`src/rtl/mips_bus_ctrl_if.sv`:
```
// rtl/mips_bus_ctrl_if.sv - Avalon-MM master port bundle for the MIPS bus bridge
interface mips_bus_ctrl_if;
  logic [31:0] address;
  logic        read;
  logic        write;
  logic        waitrequest;
  logic [31:0] readdata;
  logic [31:0] writedata;
  logic [3:0]  byteenable;

  modport master (
    output address, read, write, writedata, byteenable,
    input  waitrequest, readdata
  );

  modport slave (
    input  address, read, write, writedata, byteenable,
    output waitrequest, readdata
  );
endinterface

```
`src/rtl/mips_bus_ctrl.sv`:
```
// rtl/mips_bus_ctrl.sv - merges fetch and load/store onto one Avalon-MM master
// with waitrequest handling, timeout abort and load alignment/extension.
module mips_bus_ctrl #(
  parameter int WAIT_TIMEOUT = 255
) (
  input  logic                   clk,
  input  logic                   reset,
  input  logic                   fetch_req,
  input  logic [31:0]            fetch_addr,
  output logic                   fetch_ready,
  output logic [31:0]            fetch_instr,
  output logic                   fetch_error,
  input  logic                   mem_req,
  input  logic                   mem_we,
  input  logic [1:0]             mem_size,
  input  logic                   mem_signed,
  input  logic [31:0]            mem_addr,
  input  logic [31:0]            mem_wdata,
  output logic                   mem_ready,
  output logic [31:0]            mem_rdata,
  output logic                   mem_error,
  output logic                   busy,
  mips_bus_ctrl_if.master        bus
);

  typedef enum logic [1:0] {IDLE, BUS_DATA, BUS_FETCH, RESP} state_t;

  localparam logic [15:0] TIMEOUT = 16'(WAIT_TIMEOUT);

  state_t      state_q, state_d;
  logic [31:0] address_q, address_d;
  logic [3:0]  be_q, be_d;
  logic [31:0] wdata_q, wdata_d;
  logic        read_q, read_d;
  logic        write_q, write_d;
  logic [15:0] cnt_q, cnt_d;
  logic [1:0]  off_q, off_d;
  logic [1:0]  size_q, size_d;
  logic        signed_q, signed_d;
  logic        fetch_q, fetch_d;
  logic        err_q, err_d;
  logic [31:0] data_q, data_d;

  logic        mem_mis;
  logic        fetch_mis;
  logic [31:0] lane;
  logic [31:0] load_ext;
  logic [15:0] cnt_inc;

  always_comb begin
    mem_mis   = (mem_size == 2'b11) ||
                (mem_size == 2'b10 && mem_addr[1:0] != 2'b00) ||
                (mem_size == 2'b01 && mem_addr[0]);
    fetch_mis = (fetch_addr[1:0] != 2'b00);
    lane      = bus.readdata >> {off_q, 3'b000};
    cnt_inc   = (cnt_q == 16'hFFFF) ? cnt_q : cnt_q + 16'd1;
    case (size_q)
      2'b00:   load_ext = signed_q ? {{24{lane[7]}}, lane[7:0]} : {24'h0, lane[7:0]};
      2'b01:   load_ext = signed_q ? {{16{lane[15]}}, lane[15:0]} : {16'h0, lane[15:0]};
      default: load_ext = lane;
    endcase
  end

  always_comb begin
    state_d   = state_q;
    address_d = address_q;
    be_d      = be_q;
    wdata_d   = wdata_q;
    read_d    = read_q;
    write_d   = write_q;
    cnt_d     = cnt_q;
    off_d     = off_q;
    size_d    = size_q;
    signed_d  = signed_q;
    fetch_d   = fetch_q;
    err_d     = err_q;
    data_d    = data_q;

    case (state_q)
      IDLE: begin
        // Data accesses win; a pending fetch simply stays requested until next IDLE.
        if (mem_req) begin
          fetch_d  = 1'b0;
          off_d    = mem_addr[1:0];
          size_d   = mem_size;
          signed_d = mem_signed;
          err_d    = mem_mis;
          data_d   = 32'h0;
          if (mem_mis) begin
            state_d = RESP;
          end else begin
            state_d   = BUS_DATA;
            address_d = {mem_addr[31:2], 2'b00};
            read_d    = !mem_we;
            write_d   = mem_we;
            cnt_d     = 16'h0;
            case (mem_size)
              2'b00: begin
                be_d    = 4'b0001 << mem_addr[1:0];
                wdata_d = {4{mem_wdata[7:0]}};
              end
              2'b01: begin
                be_d    = mem_addr[1] ? 4'b1100 : 4'b0011;
                wdata_d = {2{mem_wdata[15:0]}};
              end
              default: begin
                be_d    = 4'b1111;
                wdata_d = mem_wdata;
              end
            endcase
          end
        end else if (fetch_req) begin
          fetch_d  = 1'b1;
          off_d    = 2'b00;
          size_d   = 2'b10;
          signed_d = 1'b0;
          err_d    = fetch_mis;
          data_d   = 32'h0;
          if (fetch_mis) begin
            state_d = RESP;
          end else begin
            state_d   = BUS_FETCH;
            address_d = {fetch_addr[31:2], 2'b00};
            be_d      = 4'b1111;
            read_d    = 1'b1;
            write_d   = 1'b0;
            cnt_d     = 16'h0;
          end
        end
      end
      BUS_DATA, BUS_FETCH: begin
        if (!bus.waitrequest) begin
          read_d  = 1'b0;
          write_d = 1'b0;
          state_d = RESP;
          if (state_q == BUS_FETCH) data_d = bus.readdata;
          else if (write_q)         data_d = 32'h0;
          else                      data_d = load_ext;
        end else begin
          cnt_d = cnt_inc;
          if (TIMEOUT != 16'h0 && cnt_inc == TIMEOUT) begin
            read_d  = 1'b0;
            write_d = 1'b0;
            err_d   = 1'b1;
            data_d  = 32'h0;
            state_d = RESP;
          end
        end
      end
      RESP: begin
        state_d = IDLE;
      end
      default: state_d = IDLE;
    endcase
  end

  always_ff @(posedge clk) begin
    if (reset) begin
      state_q   <= IDLE;
      address_q <= 32'h0;
      be_q      <= 4'h0;
      wdata_q   <= 32'h0;
      read_q    <= 1'b0;
      write_q   <= 1'b0;
      cnt_q     <= 16'h0;
      off_q     <= 2'b00;
      size_q    <= 2'b00;
      signed_q  <= 1'b0;
      fetch_q   <= 1'b0;
      err_q     <= 1'b0;
      data_q    <= 32'h0;
    end else begin
      state_q   <= state_d;
      address_q <= address_d;
      be_q      <= be_d;
      wdata_q   <= wdata_d;
      read_q    <= read_d;
      write_q   <= write_d;
      cnt_q     <= cnt_d;
      off_q     <= off_d;
      size_q    <= size_d;
      signed_q  <= signed_d;
      fetch_q   <= fetch_d;
      err_q     <= err_d;
      data_q    <= data_d;
    end
  end

  // Response outputs are gated so error/data read as zero outside the ready pulse.
  assign fetch_ready    = (state_q == RESP) && fetch_q;
  assign mem_ready      = (state_q == RESP) && !fetch_q;
  assign fetch_error    = fetch_ready && err_q;
  assign mem_error      = mem_ready && err_q;
  assign fetch_instr    = fetch_ready ? data_q : 32'h0;
  assign mem_rdata      = mem_ready ? data_q : 32'h0;
  assign busy           = (state_q != IDLE);

  assign bus.address    = address_q;
  assign bus.byteenable = be_q;
  assign bus.writedata  = wdata_q;
  assign bus.read       = read_q;
  assign bus.write      = write_q;

endmodule

```
`src/flat_wrapper.sv`:
```
// flat-port wrapper written by rule: the top's interface ports become plain ports
module mips_bus_ctrl_flat 
#(
  parameter int WAIT_TIMEOUT = 255
)
  (clk, reset, fetch_req, fetch_addr, fetch_ready, fetch_instr, fetch_error, mem_req, mem_we, mem_size, mem_signed, mem_addr, mem_wdata, mem_ready, mem_rdata, mem_error, busy, bus_address, bus_read, bus_write, bus_writedata, bus_byteenable, bus_waitrequest, bus_readdata);
  mips_bus_ctrl_if bus_i ();
  input  logic clk;
  input  logic reset;
  input  logic fetch_req;
  input  logic [31:0] fetch_addr;
  output logic fetch_ready;
  output logic [31:0] fetch_instr;
  output logic fetch_error;
  input  logic mem_req;
  input  logic mem_we;
  input  logic [1:0] mem_size;
  input  logic mem_signed;
  input  logic [31:0] mem_addr;
  input  logic [31:0] mem_wdata;
  output logic mem_ready;
  output logic [31:0] mem_rdata;
  output logic mem_error;
  output logic busy;
  output wire logic [$bits(bus_i.address)-1:0] bus_address;
  output wire logic [$bits(bus_i.read)-1:0] bus_read;
  output wire logic [$bits(bus_i.write)-1:0] bus_write;
  output wire logic [$bits(bus_i.writedata)-1:0] bus_writedata;
  output wire logic [$bits(bus_i.byteenable)-1:0] bus_byteenable;
  input wire logic [$bits(bus_i.waitrequest)-1:0] bus_waitrequest;
  input wire logic [$bits(bus_i.readdata)-1:0] bus_readdata;
  assign bus_address = bus_i.address;
  assign bus_read = bus_i.read;
  assign bus_write = bus_i.write;
  assign bus_writedata = bus_i.writedata;
  assign bus_byteenable = bus_i.byteenable;
  assign bus_i.waitrequest = bus_waitrequest;
  assign bus_i.readdata = bus_readdata;
  mips_bus_ctrl #(.WAIT_TIMEOUT(WAIT_TIMEOUT)) u_core (.clk(clk), .reset(reset), .fetch_req(fetch_req), .fetch_addr(fetch_addr), .fetch_ready(fetch_ready), .fetch_instr(fetch_instr), .fetch_error(fetch_error), .mem_req(mem_req), .mem_we(mem_we), .mem_size(mem_size), .mem_signed(mem_signed), .mem_addr(mem_addr), .mem_wdata(mem_wdata), .mem_ready(mem_ready), .mem_rdata(mem_rdata), .mem_error(mem_error), .busy(busy), .bus(bus_i));
endmodule
```
`config.mk`:
```
export PLATFORM = sky130hd
export DESIGN_NAME = mips_bus_ctrl_flat
export DESIGN_NICKNAME = d
export VERILOG_FILES = /design/src/rtl/mips_bus_ctrl_if.sv /design/src/rtl/mips_bus_ctrl.sv /design/src/flat_wrapper.sv
export SDC_FILE = /design/constraint.sdc
export NUM_CORES = 1
export LEC_CHECK = 0
export ABC_AREA = 1
export CAP_MARGIN = 25
export CELL_PAD_IN_SITES_DETAIL_PLACEMENT = 0
export CELL_PAD_IN_SITES_GLOBAL_PLACEMENT = 1
export CORE_ASPECT_RATIO = 1.75
export CORE_MARGIN = 5
export CORE_UTILIZATION = 27
export CTS_CLUSTER_DIAMETER = 80
export CTS_CLUSTER_SIZE = 40
export DETAILED_ROUTE_END_ITERATION = 6
export PLACE_DENSITY = 0.88
export SYNTH_ARGS = -nofsm -noshare
export SYNTH_HDL_FRONTEND = slang
export SYNTH_SLANG_ARGS = --single-unit
```
`constraint.sdc`:
```
create_clock -name clk -period 1.8 [get_ports clk]
set_input_delay 0.36 -clock clk [delete_from_list [all_inputs] [get_ports clk]]
set_output_delay 0.36 -clock clk [all_outputs]
set_load 0.02 [all_outputs]
```
Yosys cells after proc, flatten, opt, wreduce, memory -nomap -nowiden:

Cells that the tools add are included.

* flip-flop bits (word level): 127
* word-level logic and storage cells: 123
* output and inout bits: 139

* add/subtract/negate cells: 1
* reductions and logical operators: 27
* mux-type cells: 62
* bitwise gates (word level): 1
* shift-type cells: 2
* equal/unequal tests: 17

Operators with widths (number)
* $mux W32: 14
* $pmux W32 S2: 3
* $mux W16: 6
* $pmux W16 S2: 1
* $shr A32 B5 Y32: 1
* $mux W4: 5
* $mux W1: 19
* $mux W2: 9
* $add A16 B1 Y16 const B: 1
* $eq A16 B16 Y1 const B: 1
* $eq A16 B8 Y1 const B: 1
* $reduce_and A5 Y1: 2
* $reduce_bool A2 Y1: 5
* $ne A3 B3 Y1 const B: 3
* $eq A2 B2 Y1 const B: 4
* $pmux W4 S2: 1
* $reduce_and A4 Y1: 2
* $eq A2 B1 Y1 const B: 3
* $logic_and A1 B1 Y1: 6
* $logic_not A2 Y1: 3
* $ne A2 B2 Y1 const B: 3
* $pmux W1 S2: 3
* $pmux W2 S3: 1
* $reduce_and A3 Y1: 2
* 8 further kinds: 11

Longest topological paths before layout:

Gate-level depths: netlist of run 1.

* word-level depth: 7
* gate-level depth with buffers: 18
* depth with buffers taken out: 16

Least setup slack after synthesis of run 1:

No wires, ideal clock.

* path type: reg2reg
* from: register u_core.state_q[0]
* to: register u_core.err_q
* arrival: 2.012 ns
* data required time: 1.730 ns
* path slack: -0.281 ns
* buffers on the path: 3
* stages on the path, launching flop included: 12
* period minus slack after synthesis: 2.081 ns
* setup time: 0.070 ns
* path through: dfxtp_1 > inv_1 > ha_1 > buf_2 > inv_1 > a21oi_1 > inv_1 > o21ai_1 > buf_2 > buf_2 > nand3_1 > a21oi_1

* cells in the longest elaborated chain, start to end: 4
* elaborated cells between the ends (all ways): 10
* those cells by class: eq/ne: 5; mux: 1; reduce/logical: 4

RTL lines
* from (decl): RTL line mips_bus_ctrl.sv:30 `state_t state_q, state_d;`
* from (signal assigned): RTL line mips_bus_ctrl.sv:173 `state_q <= state_d;`
* $eq A2 B1 Y1 or $eq A2 B2 Y1 (tied branches): RTL line mips_bus_ctrl.sv:79 `case (state_q)`
* $reduce_or A2 Y1: RTL line mips_bus_ctrl.sv:79
* $ne A2 B1 Y1 (no line) (tied with other cells)
* $reduce_and A4 Y1 (no line)
* to (signal assigned): RTL line mips_bus_ctrl.sv:184 `err_q <= err_d;`
* to (decl): RTL line mips_bus_ctrl.sv:41 `logic err_q, err_d;`

Parallel ways exist; a longest one is shown, timed or not.
A chain may end at the register's enable or synchronous reset.

Worst setup path after layout of run 1:

* from: register u_core.cnt_q[0]
* to: register u_core.data_q[19]

* cells in the longest elaborated chain, start to end: 5
* elaborated cells between the ends (all ways): 6
* those cells by class: add/sub: 1; eq/ne: 3; mux: 1; reduce/logical: 1

RTL lines
* from (decl): RTL line mips_bus_ctrl.sv:36 `logic [15:0] cnt_q, cnt_d;`
* from (signal assigned): RTL line mips_bus_ctrl.sv:179 `cnt_q <= cnt_d;`
* $add A16 B1 Y16 or $eq A16 B16 Y1 (tied branches): RTL line mips_bus_ctrl.sv:56 `cnt_inc = (cnt_q == 16'hFFFF) ? cnt_q : cnt_q + 16'd1;`
* $mux W16 *: RTL line mips_bus_ctrl.sv:56
* $eq A16 B8 Y1 *: RTL line mips_bus_ctrl.sv:141 `if (TIMEOUT != 16'h0 && cnt_inc == TIMEOUT) begin`
* $ne A3 B2 Y1 (no line) *
* $reduce_and A3 Y1 (no line) *
* to (signal assigned): RTL line mips_bus_ctrl.sv:185 `data_q <= data_d;`
* to (decl): RTL line mips_bus_ctrl.sv:42 `logic [31:0] data_q, data_d;`

Mark *: on every way between the ends. The rest lies on a longest branch, timed or not.

==> results of run 1 <==
critical path, delay by kind of cell (launching register included):
family                     cells  cell delay (ns)
adders and majority gates      1             0.17
AOI/OAI and AO/OA              1             0.07
buffers and inverters          3             0.41
and+or+nand+nor               12             1.11
DFF                            1             0.38
cell usage after synthesis:
cell and count:
nand3_1 82, buf_6 5, buf_12 2, dfxtp_1 125, xnor2_1 1, buf_4 3, inv_2 6, nand2_4 2
a31oi_1 35, inv_1 100, a31o_2 1, nand2_1 314, ha_1 5, o21ai_2 1, a21oi_2 10, nand3_2 1
a21oi_1 95, a211oi_1 26, o21ai_0 105, a22oi_1 1, nand2_2 5, a22o_1 7, nor2_2 7, buf_2 15
nor2_1 136, nor3_1 1, buf_1 8, clkbuf_1 52, o21ai_1 4, a21boi_0 1, o31ai_2 1, mux2i_1 7
xor2_1 3, conb_1 1, nand4_1 5, nor2_4 2, o211ai_1 7
registers in the layout, summed over array words and instances, names as in the netlist:
register and flops:
u_core.bus.address 30, u_core.bus.byteenable 4, u_core.bus.read 1, u_core.bus.write 1
u_core.bus.writedata 32, u_core.cnt_q 16, u_core.data_q 32, u_core.err_q 1
u_core.fetch_q 1, u_core.off_q 2, u_core.signed_q 1, u_core.size_q 2
u_core.state_q 2
cell families (layout without fill, tap and decap cells):
group                    count (synthesis)  after routing
AND/OR/NAND/NOR                        555            555
AO/OA/AOI/OAI                          294            294
buffers and inverters                  191            594
flip-flops                             125            125
multiplexers                             7              7
adder cells (fa/ha/maj)                  5              5
XOR/XNOR                                 4              4
other                                    1              2
power groups by stage:
| stage | clock network, mW | logic [mW] | registers, mW |
|---|---|---|---|
| after global placement | 0 | 9.21 | 4.22 |
| after floorplan | 0 | 5.31 | 4.49 |
| final | 3.35 | 11.9 | 4.29 |
| after detailed placement | 0 | 9.30 | 4.25 |
| after CTS | 3.41 | 10.6 | 4.24 |
| after global routing | 3.52 | 12.8 | 4.37 |
cell usage in the layout, fill, tap and decap left out, drive strengths merged:
cell type | netlist | layout
buf | 33 | 245
nand3 | 83 | 83
a211oi | 26 | 26
nand2 | 321 | 321
bufinv | 0 | 1
a22o | 7 | 7
clkbuf | 52 | 26
clkinv | 0 | 6
nand4 | 5 | 5
a22oi | 1 | 1
a21boi | 1 | 1
a21oi | 105 | 105
a31o | 1 | 1
inv | 106 | 107
dlymetal6s2s | 0 | 49
xnor2 | 1 | 1
nor3 | 1 | 1
nor2 | 145 | 145
conb | 1 | 2
xor2 | 3 | 3
dfxtp | 125 | 125
a31oi | 35 | 35
clkinvlp | 0 | 5
o21ai | 110 | 110
mux2i | 7 | 7
ha | 5 | 5
o211ai | 7 | 7
clkdlybuf4s50 | 0 | 155
o31ai | 1 | 1
worst min-delay path by stage:
| stage | end | slack, ns | cells after the start |
|---|---|---|---|
| finish | u_core.bus.byteenable[0]$_SDFFE_PP0P_ | 0.34 | 4 |
| global route | u_core.bus.byteenable[0]$_SDFFE_PP0P_ | 0.37 | 4 |
| CTS | u_core.bus.writedata[20]$_SDFFE_PP0P_ | 0.44 | 2 |
| detailed placement | u_core.bus.writedata[20]$_SDFFE_PP0P_ | 0.43 | 2 |
| global placement | u_core.bus.writedata[17]$_SDFFE_PP0P_ | 0.43 | 2 |
| floorplan | u_core.data_q[0]$_SDFFE_PP0P_ | 0.45 | 2 |
through the flow:
step / utilization [%] / TNS [ns] / power, mW / cells
6_report: 51.22 / -29.39 / 19.54 / 1955
5_1_grt: 51.22 / -37.12 / 20.74 / 1955
4_1_cts: 47.37 / -28.75 / 18.22 / 1931
3_5_place_dp: 41.73 / -49.30 / 13.55 / 1864
3_3_place_gp: 41.73 / -45.20 / 13.44 / 1864
2_1_floorplan: - / -6.023 / 9.802 / 1183
layout make-up:
type	instances	area share (%)
multi-input combinational	867	35.90
clock buffer	19	3.176
tap	369	3.311
clock inverter	13	0.8254
timing repair buffer	456	35.73
sequential	125	18.08
inverter	106	2.988
routing by layer:
metal / up-vias / share of wire [%]
li1: 4666 / -
met1: 4482 / 33
met2: 379 / 57
met3: 94 / 5.3
met4: 0 / 4.7
met5: - / 0
repair_timing:
| action | in CTS | in global routing |
|---|---|---|
| endpoints found under the setup margin | 150 | 221 |
| setup buffers | 26 | 24 |
| pin swaps | 5 | 52 |
| gates cloned | 9 | 10 |
| resized for setup | 530 | 227 |
==> impl_metrics.yaml, run 1 <==
critical_path:
  r2r.worst_path.cells: 17
  crit_type: "reg -> reg"
  worst_setup_path_end_kind: "register"
  regToRegStartpoint: "u_core.cnt_q[0]$_SDFFE_PP0P_"
  crit_arrival_ns: 2.57
  r2r-end: "u_core.data_q[19]$_SDFFE_PP0P_"
  max_stage_delay_ns: 0.38
  crit_path_end: "u_core.data_q[19]$_SDFFE_PP0P_"
  crit_path_start_kind: "register"
  cp_max_fo: 8
  crit_path_start: "u_core.cnt_q[0]$_SDFFE_PP0P_"
  critPathRequiredTime_ns: 2.18
  path_common_cell: "nand2_4"
  regToRegSetupSlack_ns: -0.39
  cp_slowest_cell: "dfxtp_4"
  path_cells: "ha_4 -> nand2_4 -> nor2_4 -> nand2_4 -> inv_4 -> nand2_8 -> buf_6 -> o21ai_1 -> nand2_1 -> nor2_2 -> nand2_2 -> nand2_4 -> buf_12 -> nand2_8 -> nand2_2 -> nand2_1 -> nor2_1"
cells_and_area:
  diodes: 0
  layout.nets: 1715
  area_growth_syn_to_layout_pct: 87.49
  fin_area_um2: 13950
  fillCellCount: 2605
  seq_area_um2: 2521
  drive_gt1_share_pct: 29.57
  multiInputGateArea_um2: 5006
logic_synthesis:
  avgSynthCellArea_um2: 6.293
  synth_seq_cells: 125
  synth_xor_area_share_pct: 0.4710
  synth-compound-area-share_pct: 22.61
  yosys.area.top_type_share_pct: 33.64
  ys_warn_count: 0
  synthAdderAreaFrac_pct: 0.8410
  synth_area_leaders: "dfxtp_1 34%, nand2_1 16%, o21ai_0 7.1%"
  ys_seq_area_share_pct: 33.64
  muxShareOfSynthArea_pct: 0.9420
  synth_cell_type_count: 37
  synth_top_family_by_area: "simple AND/OR/NAND/NOR gates"
  syn-instance-count: 1182
  synth_top_area_cell: "dfxtp_1"
  netlist_area_um2: 7438
  yosys.area_share.simple_pct: 30.46
placed_design:
  pre_cts_ws_ns: -0.4842
  dp_hpwl_mm: 22.82
  port_buffers: 273
  place_area_um2: 11360
  place.gp.congestion: 0.9737
pwr:
  clockPowerShare_pct: 17.1
  power_frac_seq_pct: 22.0
  p_leak_nw: 6.402
  comb_power_share_pct: 60.9
  switching_share_pct: 44.86
  power_density_nw_per_um2: 1401
  power_switching_mw: 8.768
  ir_drop_mv: 0.9857
  p_int_mw: 10.78
clocking:
  cts_hold_buf: 0
  clock-sinks: 125
  clock_latency_ns: 0.44
  clockRootBuffer: "clkbuf_16"
  cts_made_buffers: 17
  cts.clk_slew.worst_paths_ns: 0.06
  htreeDepth: 4
  clockBufferDepth: 2
  cts_tree: "done"
grt:
  use_met3_pct: 4.699
  grt_use_total_pct: 20.05
  grt_max_degree: 69
  grt_use_met2_pct: 39.14
  grt_pass1_wl_mm: 48.72
  grt_pass1_vias: 9158
  overflow: 0
  antenna_found_initial: 0
  top_usage_layer: "met2"
  grt.met1_usage_pct: 19.07
sta:
  rsz0062_at_grt: "true"
  drv_slew: 0
  timing.final.crit_share_pct: 121.7
  fmax_mhz: 456.4
  fin_ws_ns: -0.3913
  relSlewSlack_pct: 66.07
  holdWs_ns: 0.3424
  setup_viol: 104
  fin_crit_ns: 2.191
  tightest_slew_ns: 0.5070
  skew_ns: 0.005894
  finalHoldViolCount: 0
die:
  die_w_um: 135.5
  placement_rows: 80
  die_area_um2: 31100
  die_y_um: 229.6
  coreArea_um2: 27230
  initial_core_util_pct: 27.32
  ioPinCount: 276
routing:
  vias: 9621
  first_pass_iters: 6
  drc: 0
  via_per_inst: 4.921
  wl_per_cell_um: 17.71
  wl_mm: 34.63
  drt_iter0_markers: 662
  drtAntennaViolNets: 0
min_path:
  hp-class: "in -> reg"
  hold_start: "mem_addr[1]"
outcome:
  violations: "negative setup slack"
  status: "finished, violations left"
job:
  drv_cap: 0
No activity file was read; power rests on OpenSTA's default activity.
==> run 2, diff against run 1 <==
--- a/config.mk
+++ b/config.mk
@@ -12,7 +12,6 @@
 export CORE_ASPECT_RATIO = 1.75
 export CORE_MARGIN = 5
 export CORE_UTILIZATION = 27
-export CTS_CLUSTER_DIAMETER = 80
 export CTS_CLUSTER_SIZE = 40
 export DETAILED_ROUTE_END_ITERATION = 6
 export PLACE_DENSITY = 0.88
==> results of run 2 <==
Same layout as run 1: the final DEF is identical, and so are final timing and power.
